`src/rtl/resilient_delay_tuner_if.sv`:
```
// Interface between the delay tuner and its surroundings.
// It carries the tuner inputs (enable and the error pulses), the four-phase
// handshake to the delay line, and the status outputs.
//   slave  : the tuner side. Inputs are enable, err0_evt, err1_evt and cfg_ack.
//            Outputs are cfg_req, dly_code, score, busy and sat_hi.
//   master : the environment side, with every direction reversed.
// DLY_W and SCORE_W must match the parameters of the tuner this is bound to.
interface resilient_delay_tuner_if #(
  parameter int DLY_W   = 4,
  parameter int SCORE_W = 8
);
  logic               enable;
  logic               err0_evt;
  logic               err1_evt;
  logic               cfg_ack;
  logic               cfg_req;
  logic [DLY_W-1:0]   dly_code;
  logic [SCORE_W-1:0] score;
  logic               busy;
  logic               sat_hi;

  modport master (
    output enable, err0_evt, err1_evt, cfg_ack,
    input  cfg_req, dly_code, score, busy, sat_hi
  );

  modport slave (
    input  enable, err0_evt, err1_evt, cfg_ack,
    output cfg_req, dly_code, score, busy, sat_hi
  );
endinterface

```
`src/rtl/resilient_delay_tuner.sv`:
```
// Supervisor that retunes the matched delay of a bundled-data pipeline stage.
// Each measurement window it counts error events: Err0 is worth 1 and Err1 is
// worth 2. The score saturates rather than wrapping. After the window the tuner
// moves the delay code by one step. Every new code is handed to the delay line
// over a four-phase req/ack handshake.
// Ports:
//   clk  rising-edge system clock
//   rst  asynchronous active-high reset
//   bus  slave modport:
//        inputs  enable, err0_evt, err1_evt, cfg_ack
//        outputs cfg_req, dly_code, score, busy, sat_hi
// SCORE_W must be at least 2.
//
// state     | meaning
// ----------+------------------------------------------------------------
// S_IDLE    | tuner stopped; score, window counter and err1_seen held clear
// S_MEASURE | accumulating error score over WIN_CYCLES cycles
// S_DECIDE  | compare score to thresholds; waits here while cfg_ack is stuck
// S_REQ_HI  | new code offered, cfg_req=1, waiting for cfg_ack=1
// S_REQ_LO  | cfg_req dropped, waiting for cfg_ack=0
module resilient_delay_tuner #(
  parameter int DLY_W      = 4,
  parameter int DLY_INIT   = 8,
  parameter int DLY_MIN    = 2,
  parameter int DLY_MAX    = 15,
  parameter int WIN_CYCLES = 256,
  parameter int SCORE_W    = 8,
  parameter int HI_THRESH  = 4,
  parameter int LO_THRESH  = 0
) (
  input logic                    clk,
  input logic                    rst,
  resilient_delay_tuner_if.slave bus
);

  typedef enum logic [2:0] {
    S_IDLE,
    S_MEASURE,
    S_DECIDE,
    S_REQ_HI,
    S_REQ_LO
  } state_t;

  localparam int CNT_W = $clog2(WIN_CYCLES);
  localparam logic [CNT_W-1:0]   WIN_LAST = CNT_W'(WIN_CYCLES - 1);
  localparam logic [DLY_W-1:0]   CODE_INIT = DLY_W'(DLY_INIT);
  localparam logic [DLY_W-1:0]   CODE_MIN  = DLY_W'(DLY_MIN);
  localparam logic [DLY_W-1:0]   CODE_MAX  = DLY_W'(DLY_MAX);
  localparam logic [SCORE_W-1:0] HI_T      = SCORE_W'(HI_THRESH);
  localparam logic [SCORE_W-1:0] LO_T      = SCORE_W'(LO_THRESH);

  state_t             state, state_nxt;
  logic [DLY_W-1:0]   dly_q, dly_new;
  logic [SCORE_W-1:0] score_q, score_sat;
  logic [SCORE_W:0]   score_sum;
  logic [CNT_W-1:0]   win_cnt;
  logic               err1_seen;
  logic               req_q;
  logic               inc_ok, dec_ok, change;

  // The increment is err0 + 2*err1, which is just {err1, err0}.
  // The sum is one bit wider than the score so that overflow can be detected.
  always_comb begin
    score_sum = {1'b0, score_q} + {{(SCORE_W-1){1'b0}}, bus.err1_evt, bus.err0_evt};
    score_sat = score_sum[SCORE_W] ? {SCORE_W{1'b1}} : score_sum[SCORE_W-1:0];
  end

  // While the FSM sits in DECIDE, score, err1_seen and dly_q are all frozen.
  // The decision therefore stays the same until the FSM leaves DECIDE.
  always_comb begin
    inc_ok  = (score_q >= HI_T) && (dly_q < CODE_MAX);
    dec_ok  = !inc_ok && (score_q <= LO_T) && !err1_seen && (dly_q > CODE_MIN);
    change  = inc_ok || dec_ok;
    dly_new = inc_ok ? dly_q + DLY_W'(1) : dly_q - DLY_W'(1);
  end

  // State register
  always_ff @(posedge clk or posedge rst) begin
    if (rst) state <= S_IDLE;
    else     state <= state_nxt;
  end

  // Next-state logic
  always_comb begin
    state_nxt = state;
    case (state)
      S_IDLE: begin
        if (bus.enable) state_nxt = S_MEASURE;
      end
      S_MEASURE: begin
        if (!bus.enable)            state_nxt = S_IDLE;
        else if (win_cnt == WIN_LAST) state_nxt = S_DECIDE;
      end
      S_DECIDE: begin
        // A stale ack from the previous transfer holds back the new request.
        if (change) begin
          if (!bus.cfg_ack) state_nxt = S_REQ_HI;
        end else begin
          state_nxt = bus.enable ? S_MEASURE : S_IDLE;
        end
      end
      S_REQ_HI: begin
        if (bus.cfg_ack) state_nxt = S_REQ_LO;
      end
      S_REQ_LO: begin
        if (!bus.cfg_ack) state_nxt = bus.enable ? S_MEASURE : S_IDLE;
      end
      default: state_nxt = S_IDLE;
    endcase
  end

  // Datapath registers: score, window counter, delay code and request
  always_ff @(posedge clk or posedge rst) begin
    if (rst) begin
      dly_q     <= CODE_INIT;
      req_q     <= 1'b0;
      score_q   <= '0;
      win_cnt   <= '0;
      err1_seen <= 1'b0;
    end else begin
      case (state)
        S_IDLE: begin
          score_q   <= '0;
          win_cnt   <= '0;
          err1_seen <= 1'b0;
        end
        S_MEASURE: begin
          score_q   <= score_sat;
          err1_seen <= err1_seen | bus.err1_evt;
          win_cnt   <= (win_cnt == WIN_LAST) ? '0 : win_cnt + CNT_W'(1);
        end
        S_DECIDE: begin
          if (state_nxt != S_DECIDE) begin
            score_q   <= '0;
            win_cnt   <= '0;
            err1_seen <= 1'b0;
            if (change) begin
              dly_q <= dly_new;
              req_q <= 1'b1;
            end
          end
        end
        S_REQ_HI: begin
          if (bus.cfg_ack) req_q <= 1'b0;
        end
        default: ;
      endcase
    end
  end

  // Outputs
  always_comb begin
    bus.cfg_req  = req_q;
    bus.dly_code = dly_q;
    bus.score    = score_q;
    bus.busy     = (state != S_IDLE);
    bus.sat_hi   = (dly_q == CODE_MAX);
  end

endmodule

```
`src/flat_wrapper.sv`:
```
// flat-port wrapper written by rule: the top's interface ports become plain ports
module resilient_delay_tuner_flat 
#(
  parameter int DLY_W      = 4,
  parameter int DLY_INIT   = 8,
  parameter int DLY_MIN    = 2,
  parameter int DLY_MAX    = 15,
  parameter int WIN_CYCLES = 256,
  parameter int SCORE_W    = 8,
  parameter int HI_THRESH  = 4,
  parameter int LO_THRESH  = 0
)
  (clk, rst, bus_enable, bus_err0_evt, bus_err1_evt, bus_cfg_ack, bus_cfg_req, bus_dly_code, bus_score, bus_busy, bus_sat_hi);
  resilient_delay_tuner_if #(.DLY_W(DLY_W), .SCORE_W(SCORE_W)) bus_i ();
  input logic clk;
  input logic rst;
  input wire logic [$bits(bus_i.enable)-1:0] bus_enable;
  input wire logic [$bits(bus_i.err0_evt)-1:0] bus_err0_evt;
  input wire logic [$bits(bus_i.err1_evt)-1:0] bus_err1_evt;
  input wire logic [$bits(bus_i.cfg_ack)-1:0] bus_cfg_ack;
  output wire logic [$bits(bus_i.cfg_req)-1:0] bus_cfg_req;
  output wire logic [$bits(bus_i.dly_code)-1:0] bus_dly_code;
  output wire logic [$bits(bus_i.score)-1:0] bus_score;
  output wire logic [$bits(bus_i.busy)-1:0] bus_busy;
  output wire logic [$bits(bus_i.sat_hi)-1:0] bus_sat_hi;
  assign bus_i.enable = bus_enable;
  assign bus_i.err0_evt = bus_err0_evt;
  assign bus_i.err1_evt = bus_err1_evt;
  assign bus_i.cfg_ack = bus_cfg_ack;
  assign bus_cfg_req = bus_i.cfg_req;
  assign bus_dly_code = bus_i.dly_code;
  assign bus_score = bus_i.score;
  assign bus_busy = bus_i.busy;
  assign bus_sat_hi = bus_i.sat_hi;
  resilient_delay_tuner #(.DLY_W(DLY_W), .DLY_INIT(DLY_INIT), .DLY_MIN(DLY_MIN), .DLY_MAX(DLY_MAX), .WIN_CYCLES(WIN_CYCLES), .SCORE_W(SCORE_W), .HI_THRESH(HI_THRESH), .LO_THRESH(LO_THRESH)) u_core (.clk(clk), .rst(rst), .bus(bus_i));
endmodule
```
`config.mk`:
```
export PLATFORM = sky130hd
export DESIGN_NAME = resilient_delay_tuner_flat
export DESIGN_NICKNAME = d
export VERILOG_FILES = /design/src/rtl/resilient_delay_tuner_if.sv /design/src/rtl/resilient_delay_tuner.sv /design/src/flat_wrapper.sv
export SDC_FILE = /design/constraint.sdc
export NUM_CORES = 1
export LEC_CHECK = 0
export CAP_MARGIN = 20
export CORE_MARGIN = 5
export CORE_UTILIZATION = 49
export DETAILED_ROUTE_END_ITERATION = 12
export GPL_TIMING_DRIVEN = 0
export HOLD_SLACK_MARGIN = 0.1
export PLACE_DENSITY = 0.86
export SYNTH_ARGS = -nofsm -noshare
export SYNTH_HDL_FRONTEND = slang
export SYNTH_SLANG_ARGS = --single-unit
```
`constraint.sdc`:
```
create_clock -name clk -period 2.31 [get_ports clk]
set_clock_uncertainty 0.2 [all_clocks]
set_input_delay 0.3465 -clock clk [delete_from_list [all_inputs] [get_ports clk]]
set_output_delay 0.3465 -clock clk [all_outputs]
set_load 0.01 [all_outputs]
```
==> impl_metrics.csv, run 1 <==
group,metric,value,unit
logic_synthesis,synth-seq-cells,25,
logic_synthesis,synth-seq-area-share,39.4,%
setup_path,endpoint_kind,"flop",
sta,grt_setup_unrepaired,"true",
logic_synthesis,synth_mux_area_share,2.12,%
min_path,min_path_type,"input port to async pin",
grt,grt_pass1_wl,6.07,mm
logic_synthesis,syn_nets,185,
setup_path,worstSetupStartpointType,"flop",
setup_path,path_class,"flop to flop",
clock_network,htreeDepth,1,
layout,mostFrequentLayoutCell,"nand2_1",
detailed_routing,remaining_drc_errors,0,
power,power_frac_seq,46.2,%
setup_path,cp.required,2.36,ns
die,die_w,67.0,um
detailed_routing,firstDrtPassIters,4,
setup_path,slowest_delay,0.46,ns
die,row_count,20,
logic_synthesis,yosys_warnings,0,
power,switching_share,35.1,%
sta,post-route-period-util,103,%
sta,hold_viol_final,0,
power,power_density,562,mW/mm2
grt,antenna_found_initial,0,
sta,max_freq,419,MHz
sta,timing.final.crit_period,2.38,ns
clock_network,hold_buffers,0,
die,ios,21,
logic_synthesis,ys_types,49,
placement,dp_hpwl,2.61,mm
die,coreArea,0.00308,mm2
clock_network,cts-root-buf,"clkbuf_4",
detailed_routing,drt_iter0_markers,88,
detailed_routing,wl_per_cell,15.4,um
sta,tightest_slew,0.480,ns
detailed_routing,vias,1479,
placement,place_congestion,0.856,
detailed_routing,drt-total-wl,3.92,mm
logic_synthesis,synth_fa_ha_area_share,6.44,%
detailed_routing,detail-route-antenna-nets,0,
logic_synthesis,synth-simple-area-share,22.2,%
grt,grt.overflow.total,0,
sta,drv_slew,0,
layout,nNetsFinal,224,
status,violations,"negative setup slack",
logic_synthesis,synth_area,0.00159,mm2
clock_network,numCtsBuffers,3,
die,initial_core_util,51.7,%
layout,area_growth,32.8,%
die,fp.dieArea,0.00449,mm2
logic_synthesis,syn_inst,172,
setup_path,cpMaxStageDelayCell,"dfrtp_2",
setup_path,worstRegToRegCells,9,
power,p_clk_share,17.2,%
logic_synthesis,avgSynthCellArea,9.26,um2
power,netSwitchingPower,0.417,mW
power,finalPower,1.19,mW
layout,num_antenna_cells,0,
clock_network,worstSkewPairLatency,0.33,ns
layout,fillCellCount,225,
setup_path,crit_chain,"nor4_4, a21oi_4, inv_2, ha_4, a21o_1, a21oi_2, xor2_1, nand2_1, xnor2_1",
grt,grt_max_degree,26,
logic_synthesis,synth_edf_count,0,
status,outcome,"finished, violations left",
logic_synthesis,synth_compound_area_share,24.1,%
placement,port-buffer-count,20,
die,die_y,67.0,um
power,combPwrFrac,36.6,%
setup_path,crit_fanout,3,
sta,timing.final.ws_setup,-0.0745,ns
layout,final_core_util,68.7,%
logic_synthesis,ys.flop_type,"dfrtp_1",
layout,final_cell_mix,"nand2_1, dfrtp_1, clkdlybuf4s50_1",
grt,grt_pass1_vias,1250,
clock_network,cts.reportedPaths.clkPinSlew,0.15,ns
clock_network,clk_path_buf_depth,2,
sta,final-setup-viol-count,1,
run,maxCapViolCount,0,
sta,slew_headroom,67.8,%
power,ir_worst_vdd,339,uV
setup_path,arrival,2.44,ns
detailed_routing,vias_per_cell,5.82,
power,power_leakage,0.894,nW
logic_synthesis,synthArstFlopShare,100,%
power,p_int,0.772,mW
grt,grt_usage,17.8,%
logic_synthesis,synth_top_family_by_area,"compound AO/OA/AOI/OAI gates",
clock_network,cts_tree,"yes",
clock_network,cts.sinks,25,
logic_synthesis,synthXorXnorAreaFrac,2.75,%
layout,layout-drive-gt1-share,27.6,%
-- cells in the mapped netlist, drive strengths merged, types with 3 or more instances --
library cell	n	area share [%]
a21oi	16	5.3
a22o	4	2.2
a31oi	8	4.5
a41oi	3	1.6
clkbuf	5	1.3
dfrtp	24	38
ha	5	3.9
inv	6	1.4
mux2	3	2.1
nand2	23	5.4
nand2b	4	1.6
nand3	4	1.3
nor2	16	3.8
nor3	4	1.9
nor4	3	2.5
o21ai	9	2.8
or3	3	1.2
xor2	3	1.6
-- routing by layer --
layer  routed length (um)  track usage [%]  vias up
met1                 1810             24.8      714
met4                   41             4.56        0
li1                     -                -      712
met3                  167             2.19        5
met2                 1900             28.8       48
met5                    0                0        -
-- registers in the layout, summed over array words and instances (netlist names) --
name	flops
u_core.state	3
u_core.bus.score	8
u_core.win_cnt	8
u_core.err1_seen	1
u_core.bus.cfg_req	1
u_core.bus.dly_code	4
-- power by group through the flow --
stage	Clock (mW)	Sequential, mW	Combinational (mW)
6_report	0.204	0.549	0.435
5_1_grt	0.223	0.558	0.481
4_1_cts	0.209	0.544	0.367
3_5_place_dp	0	0.551	0.340
3_3_place_gp	0	0.551	0.329
2_1_floorplan	0	0.546	0.234
-- area by class of cell --
| class | instances | area, um2 | area share, % |
|---|---|---|---|
| multi-input combinational | 135 | 1010 | 47.6 |
| sequential | 25 | 633 | 29.9 |
| timing repair buffer | 36 | 342 | 16.1 |
| tap | 44 | 55.1 | 2.60 |
| buffer | 4 | 28.8 | 1.36 |
| clock buffer | 3 | 22.5 | 1.06 |
| inverter | 6 | 22.5 | 1.06 |
| clock inverter | 1 | 5.00 | 0.237 |
-- final timing paths --
check,from,end,slack [ns]
hold / removal,rst,u_core.win_cnt[0],0.10
min in group clk,u_core.win_cnt[4],u_core.win_cnt[4],0.32
hold reg to reg,u_core.win_cnt[4],u_core.win_cnt[4],0.32
setup / recovery,u_core.bus.score[4],u_core.bus.dly_code[3],-0.07
setup reg to reg,u_core.bus.score[4],u_core.bus.dly_code[3],-0.07
max in group asynchronous,rst,u_core.bus.dly_code[3],1.32
-- cell families (layout without fill, tap and decap cells) --
family | Yosys count | in the layout
mux | 3 | 3
simple gates | 67 | 67
fa+ha+maj | 7 | 7
flops | 25 | 25
compound gates | 53 | 53
xor+xnor | 5 | 5
buf+inv | 12 | 50
-- critical path: cells and delay by family, from the launching register on --
kind,cells,cell delay [ns]
flops,1,0.46
simple gates,2,0.50
compound gates,3,0.41
fa+ha+maj,1,0.20
xor+xnor,2,0.42
buf+inv,1,0.10
-- what timing repair did --
action	CTS	global route
gates resized for setup	14	16
setup buffers	8	7
endpoints found under the setup margin	3	12
pin swaps	4	10
cloned	0	0
-- stage by stage --
stage / hold WS, ns / setup slack, ns / setup TNS (ns) / cells / instance area (um2)
after floorplan: 0.173 / 0.00269 / 0 / 172 / 1600
after global placement: 0.291 / -0.433 / -1.19 / 236 / 1860
after detailed placement: 0.303 / -0.444 / -1.36 / 236 / 1860
after CTS: 0.321 / 0.00152 / 0 / 246 / 1970
after global routing: 0.149 / -0.181 / -0.325 / 254 / 2120
final: 0.103 / -0.0745 / -0.0745 / 254 / 2120
Power figures use the tool's default switching activity.
==> run 2: changes to the inputs <==
--- a/config.mk
+++ b/config.mk
@@ -7,11 +7,11 @@
 export LEC_CHECK = 0
 export CAP_MARGIN = 20
 export CORE_MARGIN = 5
-export CORE_UTILIZATION = 49
+export CORE_UTILIZATION = 50
 export DETAILED_ROUTE_END_ITERATION = 12
 export GPL_TIMING_DRIVEN = 0
 export HOLD_SLACK_MARGIN = 0.1
-export PLACE_DENSITY = 0.86
+export PLACE_DENSITY = 0.84
 export SYNTH_ARGS = -nofsm -noshare
 export SYNTH_HDL_FRONTEND = slang
 export SYNTH_SLANG_ARGS = --single-unit
==> constraint.sdc (replaced) <==
create_clock -name clk -period 2.5 [get_ports clk]
set_clock_uncertainty 0.2 [all_clocks]
set_input_delay 0.375 -clock clk [delete_from_list [all_inputs] [get_ports clk]]
set_output_delay 0.375 -clock clk [all_outputs]
set_load 0.01 [all_outputs]
==> run 2 against run 1 <==
  * The flow now finishes without violations
  * Register-to-register slack better by 0.14 ns
  * Fmax fell by 2.0%
  * Clock power down 10%
  * Sequential share of layout area grew 1.9 points
  * Clock-buffer cell count is the same
  * Die area is 1.7% lower
  * Sequential cell count is the same
  * Via count down 2.2%
  * Setup slack better by 0.14 ns
  * Final area fell by 6.7%
  * Largest power group unchanged
==> impl_metrics.csv, run 2 (synthesized netlist as in run 1, its figures left out) <==
group,metric,value,unit
status,outcome,"completed",
die,ios,21,
die,row_count,20,
detailed_routing,drt_iter0_markers,109,
detailed_routing,remaining_drc_errors,0,
clock_network,cts_tree,"yes",
layout,final_cell_mix,"nand2_1, dfrtp_1, clkdlybuf4s50_1",
layout,num_antenna_cells,0,
setup_path,crit_chain,"ha_1, fa_2, and4_1, a41oi_2, nand2_1, a21oi_2, a2111oi_2, a2bb2oi_1",
sta,slew_headroom,63.4,%
die,fp.dieArea,0.00441,mm2
sta,tightest_slew,0.548,ns
setup_path,crit_start,"u_core.bus.score[0]",
grt,grt_max_degree,26,
layout,area_growth,24.0,%
setup_path,crit_fanout,5,
grt,antenna_found_initial,0,
grt,grt_pass1_vias,1387,
placement,place_congestion,0.974,
layout,layout-drive-gt1-share,16.4,%
die,initial_core_util,52.2,%
power,power_density,527,mW/mm2
clock_network,cts-root-buf,"clkbuf_4",
sta,finalSetupTns,0,ns
setup_path,slowest_delay,0.45,ns
detailed_routing,drt-total-wl,3.82,mm
setup_path,arrival,2.45,ns
clock_network,clk_path_buf_depth,2,
die,die_y,66.4,um
sta,post-route-period-util,97.4,%
sta,max_freq,411,MHz
sta,grt_setup_unrepaired,"true",
detailed_routing,wl_per_cell,15.6,um
run,maxCapViolCount,0,
grt,grt_pass1_wl,6.57,mm
setup_path,path_class,"flop to flop",
clock_network,numCtsBuffers,3,
sta,timing.final.crit_period,2.43,ns
layout,final_core_util,64.7,%
sta,hold_viol_final,0,
die,die_w,66.4,um
setup_path,path_delay_family,"compound AO/OA/AOI/OAI gates",
clock_network,worstSkewPairLatency,0.32,ns
clock_network,cts.reportedPaths.clkPinSlew,0.14,ns
detailed_routing,vias_per_cell,5.91,
detailed_routing,firstDrtPassIters,4,
sta,drv_slew,0,
layout,design_area,0.00197,mm2
power,ir_worst_vdd,283,uV
setup_path,reg2reg_from,"u_core.bus.score[0]",
detailed_routing,detail-route-antenna-nets,0,
die,coreArea,0.00305,mm2
placement,dp_hpwl,2.79,mm
setup_path,endpoint_kind,"flop",
clock_network,cts.sinks,25,
setup_path,cpMaxStageDelayCell,"dfrtp_1",
sta,final-setup-viol-count,0,
layout,nNetsFinal,215,
setup_path,cp.required,2.52,ns
placement,port-buffer-count,20,
min_path,min_from,"u_core.bus.dly_code[3]",
grt,grt.overflow.total,0,
min_path,min_path_type,"flop to flop",
grt,grt_usage,19.1,%
placement,placed_area,0.00185,mm2
setup_path,worstSetupStartpointType,"flop",
power,power_leakage,0.827,nW
detailed_routing,vias,1447,
clock_network,htreeDepth,1,
setup_path,crit_buf_inv,0,
## run 2: cell types whose count changed in the layout (fill, tap and decap cells not counted), moves of 2 or more
cell / before / now
o21ai_0: 5 / 7
ha_1: 2 / 5
dfrtp_1: 19 / 23
clkdlybuf4s50_1: 18 / 20
buf_4: 15 / 4
and4_1: 0 / 2
o21ai_1: 4 / 2
nor2_1: 13 / 15
a21oi_1: 12 / 14
dfrtp_2: 5 / 1
ha_4: 3 / 0
## run 2: cell type report
class,count,area [um2]
Clock buffer,3,22.5
Inverter,6,22.5
Clock inverter,1,5.00
Sequential cell,25,628
Timing Repair Buffer,26,268
Tap cell,44,55.1
Fill cell,253,1080
Multi-Input combinational cell,135,941
Buffer,5,32.5
## run 2: timing repair
action / in CTS / in global routing
endpoints found under the setup margin: 4 / 3
hold buffers: 0 / 1
buffers inserted: 1 / 3
endpoints found under the hold margin: 0 / 3
pin swaps: 1 / 3
resized for setup: 5 / 8
## run 2: final timing paths
check                                          to  slack, ns  depth (start not counted)
min in group asynchronous     u_core.bus.score[4]       0.60                          3
hold reg to reg            u_core.bus.dly_code[3]       0.32                          1
setup reg to reg              u_core.bus.score[3]       0.07                          8
max in group asynchronous  u_core.bus.dly_code[3]       1.02                          4
setup / recovery              u_core.bus.score[3]       0.07                          8
hold / removal             u_core.bus.dly_code[3]       0.32                          1
## run 2: where the power goes
| part | internal (mW) | switching, mW |
|---|---|---|
| Sequential | 0.446 | 0.0649 |
| Clock | 0.0599 | 0.123 |
| Combinational | 0.175 | 0.173 |
## run 2: metal layers
| layer | part of all wire (%) | vias up | wire length [um] | global-route usage, % |
|---|---|---|---|---|
| li1 | - | 691 | - | - |
| met5 | 0 | - | 0 | 0 |
| met3 | 6.4 | 5 | 246 | 3.40 |
| met2 | 51 | 56 | 1950 | 32.7 |
| met1 | 42 | 695 | 1600 | 25.2 |
| met4 | 0.71 | 0 | 27 | 3.55 |
## run 2: worst reg2reg max path: stages (launching register included)
cell and delay (ns):
dfrtp_1 0.45, ha_1 0.25, fa_2 0.40, and4_1 0.25
a41oi_2 0.27, nand2_1 0.12, a21oi_2 0.18, a2111oi_2 0.07
a2bb2oi_1 0.15
## run 2: per-stage QoR
| stage | setup slack (ns) | power, mW | hold WS [ns] | cells |
|---|---|---|---|---|
| 2_1_floorplan | 0.107 | 0.720 | 0.202 | 172 |
| 3_3_place_gp | -0.373 | 0.809 | 0.291 | 236 |
| 3_5_place_dp | -0.473 | 0.829 | 0.298 | 236 |
| 4_1_cts | 0.0138 | 1.03 | 0.321 | 241 |
| 5_1_grt | -0.0648 | 1.12 | 0.331 | 245 |
| 6_report | 0.0662 | 1.04 | 0.319 | 245 |
